<file path="config.mk">
export PLATFORM = sky130hd
export DESIGN_NAME = exec_stage
export DESIGN_NICKNAME = d
export VERILOG_FILES = /design/src/rtl/y86_pkg.sv /design/src/rtl/alu64.sv /design/src/rtl/exec_stage.sv
export SDC_FILE = /design/constraint.sdc
export NUM_CORES = 1
export LEC_CHECK = 0
export CAP_MARGIN = 20
export CORE_MARGIN = 2
export CORE_UTILIZATION = 48
export DETAILED_ROUTE_END_ITERATION = 8
export PLACE_DENSITY = 0.77
export SYNTH_ARGS = -nofsm -noshare
export SYNTH_HDL_FRONTEND = slang
export SYNTH_SLANG_ARGS = --single-unit
</file>
<file path="constraint.sdc">
create_clock -name clk -period 2.6 [get_ports clk]
set_input_delay 0.26 -clock clk [delete_from_list [all_inputs] [get_ports clk]]
set_output_delay 0.26 -clock clk [all_outputs]
set_load 0.01 [all_outputs]
</file>
<file path="src/rtl/y86_pkg.sv">
// Shared Y86-64 encodings for the execute stage: instruction codes, ALU
// operations, branch/move conditions, status codes and the condition evaluator.
package y86_pkg;

    localparam logic [3:0] I_HALT   = 4'h0;
    localparam logic [3:0] I_NOP    = 4'h1;
    localparam logic [3:0] I_RRMOVQ = 4'h2;
    localparam logic [3:0] I_IRMOVQ = 4'h3;
    localparam logic [3:0] I_RMMOVQ = 4'h4;
    localparam logic [3:0] I_MRMOVQ = 4'h5;
    localparam logic [3:0] I_OPQ    = 4'h6;
    localparam logic [3:0] I_JXX    = 4'h7;
    localparam logic [3:0] I_CALL   = 4'h8;
    localparam logic [3:0] I_RET    = 4'h9;
    localparam logic [3:0] I_PUSHQ  = 4'hA;
    localparam logic [3:0] I_POPQ   = 4'hB;

    typedef enum logic [1:0] {
        ALU_ADD = 2'd0,
        ALU_SUB = 2'd1,
        ALU_AND = 2'd2,
        ALU_XOR = 2'd3
    } alu_op_e;

    localparam logic [3:0] C_ALWAYS = 4'h0;
    localparam logic [3:0] C_LE     = 4'h1;
    localparam logic [3:0] C_L      = 4'h2;
    localparam logic [3:0] C_E      = 4'h3;
    localparam logic [3:0] C_NE     = 4'h4;
    localparam logic [3:0] C_GE     = 4'h5;
    localparam logic [3:0] C_G      = 4'h6;

    localparam logic [1:0] STAT_AOK = 2'd0;
    localparam logic [1:0] STAT_HLT = 2'd1;
    localparam logic [1:0] STAT_ADR = 2'd2;
    localparam logic [1:0] STAT_INS = 2'd3;

    localparam logic [3:0] REG_NONE = 4'hF;

    function automatic logic cond_eval(input logic [3:0] ifun, input logic zf,
                                       input logic sf, input logic of);
        logic r;
        case (ifun)
            C_ALWAYS: r = 1'b1;
            C_LE:     r = (sf ^ of) | zf;
            C_L:      r = sf ^ of;
            C_E:      r = zf;
            C_NE:     r = !zf;
            C_GE:     r = !(sf ^ of);
            C_G:      r = !(sf ^ of) & !zf;
            default:  r = 1'b0;
        endcase
        return r;
    endfunction

endpackage

</file>
<file path="src/rtl/alu64.sv">
// Combinational Y86 ALU computing b op a, with zero/sign/overflow flags.
module alu64
    import y86_pkg::*;
#(
    parameter int W = 64
) (
    input  logic [W-1:0] a,
    input  logic [W-1:0] b,
    input  alu_op_e      op,
    output logic [W-1:0] y,
    output logic         zf,
    output logic         sf,
    output logic         of
);

    always_comb begin
        y  = '0;
        of = 1'b0;
        case (op)
            ALU_ADD: begin
                y  = b + a;
                of = (a[W-1] == b[W-1]) & (y[W-1] != b[W-1]);
            end
            ALU_SUB: begin
                y  = b - a;
                of = (b[W-1] != a[W-1]) & (y[W-1] != b[W-1]);
            end
            ALU_AND: y = b & a;
            ALU_XOR: y = b ^ a;
            default: y = '0;
        endcase
        zf = (y == '0);
        sf = y[W-1];
    end

endmodule

</file>
<file path="src/rtl/exec_stage.sv">
// Y86-64 execute stage: operand muxing into the ALU, condition-code register,
// Cnd evaluation and a single registered output slot with valid/ready.
module exec_stage
    import y86_pkg::*;
#(
    parameter int W          = 64,
    parameter int STACK_STEP = 8
) (
    input  logic         clk,
    input  logic         rst_n,
    input  logic         flush,
    input  logic         in_valid,
    output logic         in_ready,
    input  logic [1:0]   in_stat,
    input  logic [3:0]   in_icode,
    input  logic [3:0]   in_ifun,
    input  logic [W-1:0] in_valA,
    input  logic [W-1:0] in_valB,
    input  logic [W-1:0] in_valC,
    input  logic [3:0]   in_dstE,
    input  logic [3:0]   in_dstM,
    output logic         out_valid,
    input  logic         out_ready,
    output logic [1:0]   out_stat,
    output logic [3:0]   out_icode,
    output logic         out_cnd,
    output logic [W-1:0] out_valE,
    output logic [W-1:0] out_valA,
    output logic [3:0]   out_dstE,
    output logic [3:0]   out_dstM,
    output logic         cc_zf,
    output logic         cc_sf,
    output logic         cc_of
);

    localparam logic [W-1:0] STEP_W = W'(STACK_STEP);

    logic         valid_q, valid_d;
    logic [1:0]   stat_q, stat_d;
    logic [3:0]   icode_q, icode_d;
    logic         cnd_q, cnd_d;
    logic [W-1:0] vale_q, vale_d;
    logic [W-1:0] vala_q, vala_d;
    logic [3:0]   dste_q, dste_d;
    logic [3:0]   dstm_q, dstm_d;
    logic         zf_q, zf_d, sf_q, sf_d, of_q, of_d;
    logic         halted_q, halted_d;

    logic [W-1:0] alu_a, alu_b, alu_y;
    alu_op_e      alu_op;
    logic         alu_zf, alu_sf, alu_of;
    logic         accept, cnd;

    // Every valE is formed as aluB op aluA so the stack adjust shares the ALU.
    always_comb begin
        alu_a  = '0;
        alu_b  = '0;
        alu_op = ALU_ADD;
        case (in_icode)
            I_OPQ: begin
                alu_a  = in_valA;
                alu_b  = in_valB;
                alu_op = alu_op_e'(in_ifun[1:0]);
            end
            I_RRMOVQ: alu_a = in_valA;
            I_IRMOVQ: alu_a = in_valC;
            I_RMMOVQ, I_MRMOVQ: begin
                alu_a = in_valC;
                alu_b = in_valB;
            end
            I_CALL, I_PUSHQ: begin
                alu_a  = STEP_W;
                alu_b  = in_valB;
                alu_op = ALU_SUB;
            end
            I_RET, I_POPQ: begin
                alu_a = STEP_W;
                alu_b = in_valB;
            end
            default: ;
        endcase
    end

    alu64 #(.W(W)) u_alu (
        .a  (alu_a),
        .b  (alu_b),
        .op (alu_op),
        .y  (alu_y),
        .zf (alu_zf),
        .sf (alu_sf),
        .of (alu_of)
    );

    assign in_ready = !valid_q | out_ready;
    assign accept   = in_valid & in_ready & !flush;
    // Cnd always looks at the registered CC, never at this instruction's flags.
    assign cnd      = cond_eval(in_ifun, zf_q, sf_q, of_q);

    always_comb begin
        valid_d  = valid_q;
        stat_d   = stat_q;
        icode_d  = icode_q;
        cnd_d    = cnd_q;
        vale_d   = vale_q;
        vala_d   = vala_q;
        dste_d   = dste_q;
        dstm_d   = dstm_q;
        zf_d     = zf_q;
        sf_d     = sf_q;
        of_d     = of_q;
        halted_d = halted_q;

        if (flush) begin
            valid_d = 1'b0;
        end else if (accept) begin
            valid_d = 1'b1;
            stat_d  = in_stat;
            icode_d = in_icode;
            cnd_d   = ((in_icode == I_RRMOVQ) || (in_icode == I_JXX)) ? cnd : 1'b0;
            vale_d  = alu_y;
            vala_d  = in_valA;
            dste_d  = ((in_icode == I_RRMOVQ) && !cnd) ? REG_NONE : in_dstE;
            dstm_d  = in_dstM;
            if ((in_icode == I_OPQ) && (in_stat == STAT_AOK) && !halted_q) begin
                zf_d = alu_zf;
                sf_d = alu_sf;
                of_d = alu_of;
            end
            if (in_stat != STAT_AOK) begin
                halted_d = 1'b1;
            end
        end else if (out_ready) begin
            valid_d = 1'b0;
        end
    end

    always_ff @(posedge clk or negedge rst_n) begin
        if (!rst_n) begin
            valid_q  <= 1'b0;
            stat_q   <= STAT_AOK;
            icode_q  <= 4'h0;
            cnd_q    <= 1'b0;
            vale_q   <= '0;
            vala_q   <= '0;
            dste_q   <= REG_NONE;
            dstm_q   <= REG_NONE;
            zf_q     <= 1'b1;
            sf_q     <= 1'b0;
            of_q     <= 1'b0;
            halted_q <= 1'b0;
        end else begin
            valid_q  <= valid_d;
            stat_q   <= stat_d;
            icode_q  <= icode_d;
            cnd_q    <= cnd_d;
            vale_q   <= vale_d;
            vala_q   <= vala_d;
            dste_q   <= dste_d;
            dstm_q   <= dstm_d;
            zf_q     <= zf_d;
            sf_q     <= sf_d;
            of_q     <= of_d;
            halted_q <= halted_d;
        end
    end

    assign out_valid = valid_q;
    assign out_stat  = stat_q;
    assign out_icode = icode_q;
    assign out_cnd   = cnd_q;
    assign out_valE  = vale_q;
    assign out_valA  = vala_q;
    assign out_dstE  = dste_q;
    assign out_dstM  = dstm_q;
    assign cc_zf     = zf_q;
    assign cc_sf     = sf_q;
    assign cc_of     = of_q;

endmodule

</file>
==> results.cfg, run 1 <==
[yosys]
synth-main-ff-cell = dfrtp_1
yosys.area_share.simple = 0.270
synth_compound_area_frac = 0.319
netlist_area_um2 = 17100
synth-seq-area-share = 0.218
synth_nets = 2710
synthAdderAreaFrac = 0.0970
synth_top_area_frac = 0.204
synth.area.top_cells = dfrtp_1, nand2_1, ha_1
synth_top_family_by_area = compound AO/OA/AOI/OAI gates
postSynthCellCount = 2364
ys_seq_elements = 148
async_flop_share = 1.00
synth_warnings = 0
yosys-mux-area-fraction = 0.0112
synth-edff-count = 0
synth_cell_type_count = 104
synth_xor_area_frac = 0.0149
yosysTopAreaCell = dfrtp_1
synth.avg_cell_area_um2 = 7.21

[clock_network]
ctsRootBufferMaster = clkbuf_16
clock-sinks = 148
cts.path.max_buffers = 2
htree_levels = 4
numCtsBuffers = 17

[placed_design]
dp_hpwl_mm = 72.7
port_buffers = 362
dp_slack_ns = -3.65
gp_congestion = 1.16
placed_area_um2 = 27400

[floorplan]
chipWidth_um = 192
io_pins = 363
start_util = 0.483
fp-row-count = 69
fp.dieH_um = 192

[grt]
antenna_found_initial = 9
grt_max_degree = 86
grt_util_all_layers = 0.726
grt-ovfl-total = 12

[status]
outcome = did not finish
error_line = [ERROR GRT-0232] Routing congestion too high. Check the congestion heatmap in the GUI.
failed_stage = 5_1_grt

[timing]
worst_path_end_type = register input
postGrtWorstEndpoint = cc_zf$_DFFE_PN1P_/D
[cell families after synthesis]
| kind of cell | after synthesis |
|---|---|
| AND/OR/NAND/NOR | 969 |
| AO/OA/AOI/OAI | 773 |
| multiplexers | 17 |
| XOR/XNOR | 29 |
| buffers and inverters | 297 |
| adder cells (fa/ha/maj) | 131 |
| flip-flops | 148 |
[per-stage QoR]
stage                     std cells   util  hold WS [ns]
after detailed placement       3847  0.777         0.283
after floorplan                2364      -       -0.0356
after CTS                      3939  0.848         0.224
after global placement         3847  0.777         0.273
[Yosys cell counts, types with 17 or more instances]
| cell | count |
|---|---|
| nand4_1 | 17 |
| nand2_1 | 437 |
| nand2b_1 | 32 |
| a21o_1 | 42 |
| o21bai_1 | 27 |
| a21oi_1 | 156 |
| a22o_1 | 51 |
| o211ai_1 | 27 |
| dfrtp_1 | 139 |
| buf_2 | 32 |
| ha_1 | 129 |
| nor4_1 | 20 |
| clkbuf_1 | 101 |
| o21ai_0 | 126 |
| xnor2_1 | 29 |
| nor2b_1 | 94 |
| o22ai_1 | 17 |
| a211oi_1 | 35 |
| nor3_1 | 60 |
| nand3_1 | 57 |
| inv_1 | 143 |
| a31oi_1 | 27 |
| nor2_1 | 144 |
| a22oi_1 | 22 |
| o31ai_1 | 37 |
[timing repair]
action / in CTS
hold buffers: 1
pin swaps: 73
hold endpoints to repair: 45
setup endpoints to repair: 66
cloned: 3
gates resized for setup: 288
buffers inserted: 59
[layer usage]
metal,GRT usage,overflow
met3,0.551,0
met1,0.744,0
met5,0.308,0
met4,0.669,10
met2,0.906,2
==> inputs of run 2 (changes only) <==
--- a/config.mk
+++ b/config.mk
@@ -7,9 +7,9 @@
 export LEC_CHECK = 0
 export CAP_MARGIN = 20
 export CORE_MARGIN = 2
-export CORE_UTILIZATION = 48
+export CORE_UTILIZATION = 40
 export DETAILED_ROUTE_END_ITERATION = 8
-export PLACE_DENSITY = 0.77
+export PLACE_DENSITY_LB_ADDON = 0.15
 export SYNTH_ARGS = -nofsm -noshare
 export SYNTH_HDL_FRONTEND = slang
 export SYNTH_SLANG_ARGS = --single-unit
==> constraint.sdc (replaced) <==
create_clock -name clk -period 3.38 [get_ports clk]
set_input_delay 0.338 -clock clk [delete_from_list [all_inputs] [get_ports clk]]
set_output_delay 0.338 -clock clk [all_outputs]
set_load 0.01 [all_outputs]
==> run 2 against run 1 <==
The flow now finishes, with violations (negative setup slack). Synthesized area did not move. Synthesized cell count did not move.
==> results.cfg, run 2 <==
[yosys]
synth-main-ff-cell = dfrtp_1
yosysTopAreaCell = dfrtp_1
synth-seq-area-share = 0.218
synth_top_area_frac = 0.204
synth-edff-count = 0
ys_seq_elements = 148
synth_nets = 2710
synth.most_common_cell = nand2_1
netlist_area_um2 = 17100
synth_commonest_cells = nand2_1, a21oi_1, nor2_1
synth.avg_cell_area_um2 = 7.21
synth_cell_type_count = 104
postSynthCellCount = 2364
synth.area.top_cells = dfrtp_1, nand2_1, ha_1
async_flop_share = 1.00
synth_warnings = 0

[route]
vias = 24629
wl_met3_mm = 10.1
routed.top_layer = met5
ant_nets = 0
wl_met2_mm = 43.8
dr.pass1.iters = 6
avgRoutedWirePerCell_um = 24.2
wl_mm = 98.2
first_iter_violations = 2776
drc_errors = 0
vias_per_cell = 6.08
drt-met1-wl_mm = 40.2

[grt]
grt_pass1_vias = 23831
grt_max_degree = 105
grt_pass1_wl_mm = 142
grt-ovfl-total = 0
grt_util_all_layers = 0.418
antenna_found_initial = 3

[clock_network]
cts.clk_slew.worst_paths_ns = 0.08
ctsRootBufferMaster = clkbuf_16
cts_tree = done
cts.path.max_buffers = 2
numCtsBuffers = 17
clock-sinks = 148
insertion_delay_ns = 0.52
htree_levels = 4

[cells_and_area]
antennaDiodeCount = 0
layout-drive-gt1-share = 0.415
syn_to_final_growth_pct = 87.2
mostFrequentLayoutCells = buf_4, nand2_1, clkdlybuf4s50_1
mostFrequentLayoutCell = buf_4
fill_cells = 3093
fin_nets = 3848
instances_no_fill = 4054

[floorplan]
dieArea_um2 = 44300
fp.dieH_um = 210
coreArea_um2 = 42000
fp-row-count = 75
chipWidth_um = 210
io_pins = 363
start_util = 0.406

[placed_design]
gp_congestion = 1.03
port_buffers = 362
place_inst = 3923
dp_hpwl_mm = 73.8

[timing]
hold_viol = 0
drv_slew = 0
rsz0062_at_grt = yes
fin_crit_ns = 5.05
post-route-period-util = 1.49
setup_ws_ns = -1.67
max_slew_margin = 0.497
worstMarginPinSlew_ns = 0.750
final-setup-viol-count = 49
maxClockFrequency_mhz = 198
fin_worst_skew_ns = 0.0185
whs_ns = 0.210

[setup_path]
rrSetupSlack_ns = -0.25
rr_startpoint = out_valid
worst_ep_required_time_ns = 3.84
startpoint = in_icode[2]
cp_max_fo = 7
worstSetupStartpointType = primary input
reg2reg_to = cc_zf
cp-end-kind = flop
arrival_ns = 5.51
criticalPathCategory = in -> reg
reg2reg_depth = 13

[hold_path]
holdPathEnd = out_icode[1]
min_from = in_icode[1]
hp-class = in -> reg
hold_depth = 4

[pwr]
p_sw_mw = 4.44
power_frac_comb = 0.600
power.leakage_nw = 14.7
max-vdd-ir-drop_mv = 0.440
pwr-share-seq = 0.207
swShare = 0.403
p_per_area_nw_per_um2 = 345
intPower_mw = 6.58
power_mw = 11.0
power_frac_clock = 0.192

[status]
failed_checks = negative setup slack
outcome = finished, violations left

[flow_run]
max-cap-violations = 0
run 2: cell families after synthesis:
group | count (synthesis) | share of synthesized area
adders and majority gates | 131 | 0.0970
AOI/OAI and AO/OA | 773 | 0.319
xor gates and xnor gates | 29 | 0.0149
muxes | 17 | 0.0112
and+or+nand+nor | 969 | 0.270
DFF | 148 | 0.218
buffers and inverters | 297 | 0.0704
run 2: through the flow:
| stage | TNS (ns) | cell area, µm² | utilization | worst slack (ns) |
|---|---|---|---|---|
| floorplan | -15.90 | 17600 | - | -1.21 |
| global placement | -95.88 | 27300 | 0.649 | -3.13 |
| detailed placement | -97.34 | 27300 | 0.649 | -3.08 |
| CTS | -25.56 | 29900 | 0.710 | -1.66 |
| global route | -30.87 | 31900 | 0.760 | -1.83 |
| finish | -26.84 | 31900 | 0.760 | -1.67 |
run 2: worst max path at each step:
| stage | to | slack [ns] | cells after the start |
|---|---|---|---|
| 4_1_cts | cc_zf | -1.66 | 26 |
| 3_3_place_gp | cc_zf | -3.13 | 23 |
| 3_5_place_dp | cc_zf | -3.08 | 23 |
| 2_1_floorplan | cc_zf | -1.21 | 20 |
| 5_1_grt | cc_zf | -1.83 | 24 |
| 6_report | cc_zf | -1.67 | 24 |
run 2: power groups by stage:
stage / registers, mW / logic (mW) / clock network (mW)
3_3_place_gp: 2.28 / 5.35 / 0
3_5_place_dp: 2.30 / 5.41 / 0
5_1_grt: 2.31 / 6.94 / 2.18
2_1_floorplan: 2.42 / 2.13 / 0
6_report: 2.28 / 6.61 / 2.12
4_1_cts: 2.27 / 5.89 / 2.13
run 2: routing by layer:
metal,global-route usage,vias to the layer above
li1,-,10873
met1,0.556,11948
met2,0.651,1503
met3,0.103,301
met4,0.164,4
met5,0,-
run 2: cell type report:
cell class / count / area [µm²] / area share
multi-input combinational: 1919 / 15400 / 0.483
clock inverter: 11 / 154 / 0.00482
sequential: 148 / 3710 / 0.116
timing repair buffer: 1272 / 11000 / 0.343
tap: 539 / 674 / 0.0211
inverter: 144 / 547 / 0.0171
clock buffer: 21 / 450 / 0.0141
run 2: critical path, stage by stage:
cell and delay (ns):
buf_8 0.10, clkinvlp_4 0.06, mux2_4 0.31, nor2_4 0.13
buf_12 0.14, buf_12 0.13, buf_16 0.14, a22o_1 0.23
ha_4 0.27, nor4b_4 0.29, and3_4 0.24, a21boi_1 0.19
a31o_4 0.16, o211ai_1 0.11, buf_4 0.18, o31a_1 0.31
buf_6 0.15, o211ai_1 0.35, xnor2_1 0.11, a222oi_1 0.31
nor3b_2 0.32, nand4_1 0.23, or4_1 0.53, o21ai_1 0.15
run 2: timing repair:
item	CTS	global route
setup buffers	57	60
hold endpoints to repair	39	0
cloned	3	0
endpoints found under the setup margin	60	55
gates resized for setup	307	371
pin swaps	124	165
hold buffers	1	0
Power figures use the tool's default switching activity.
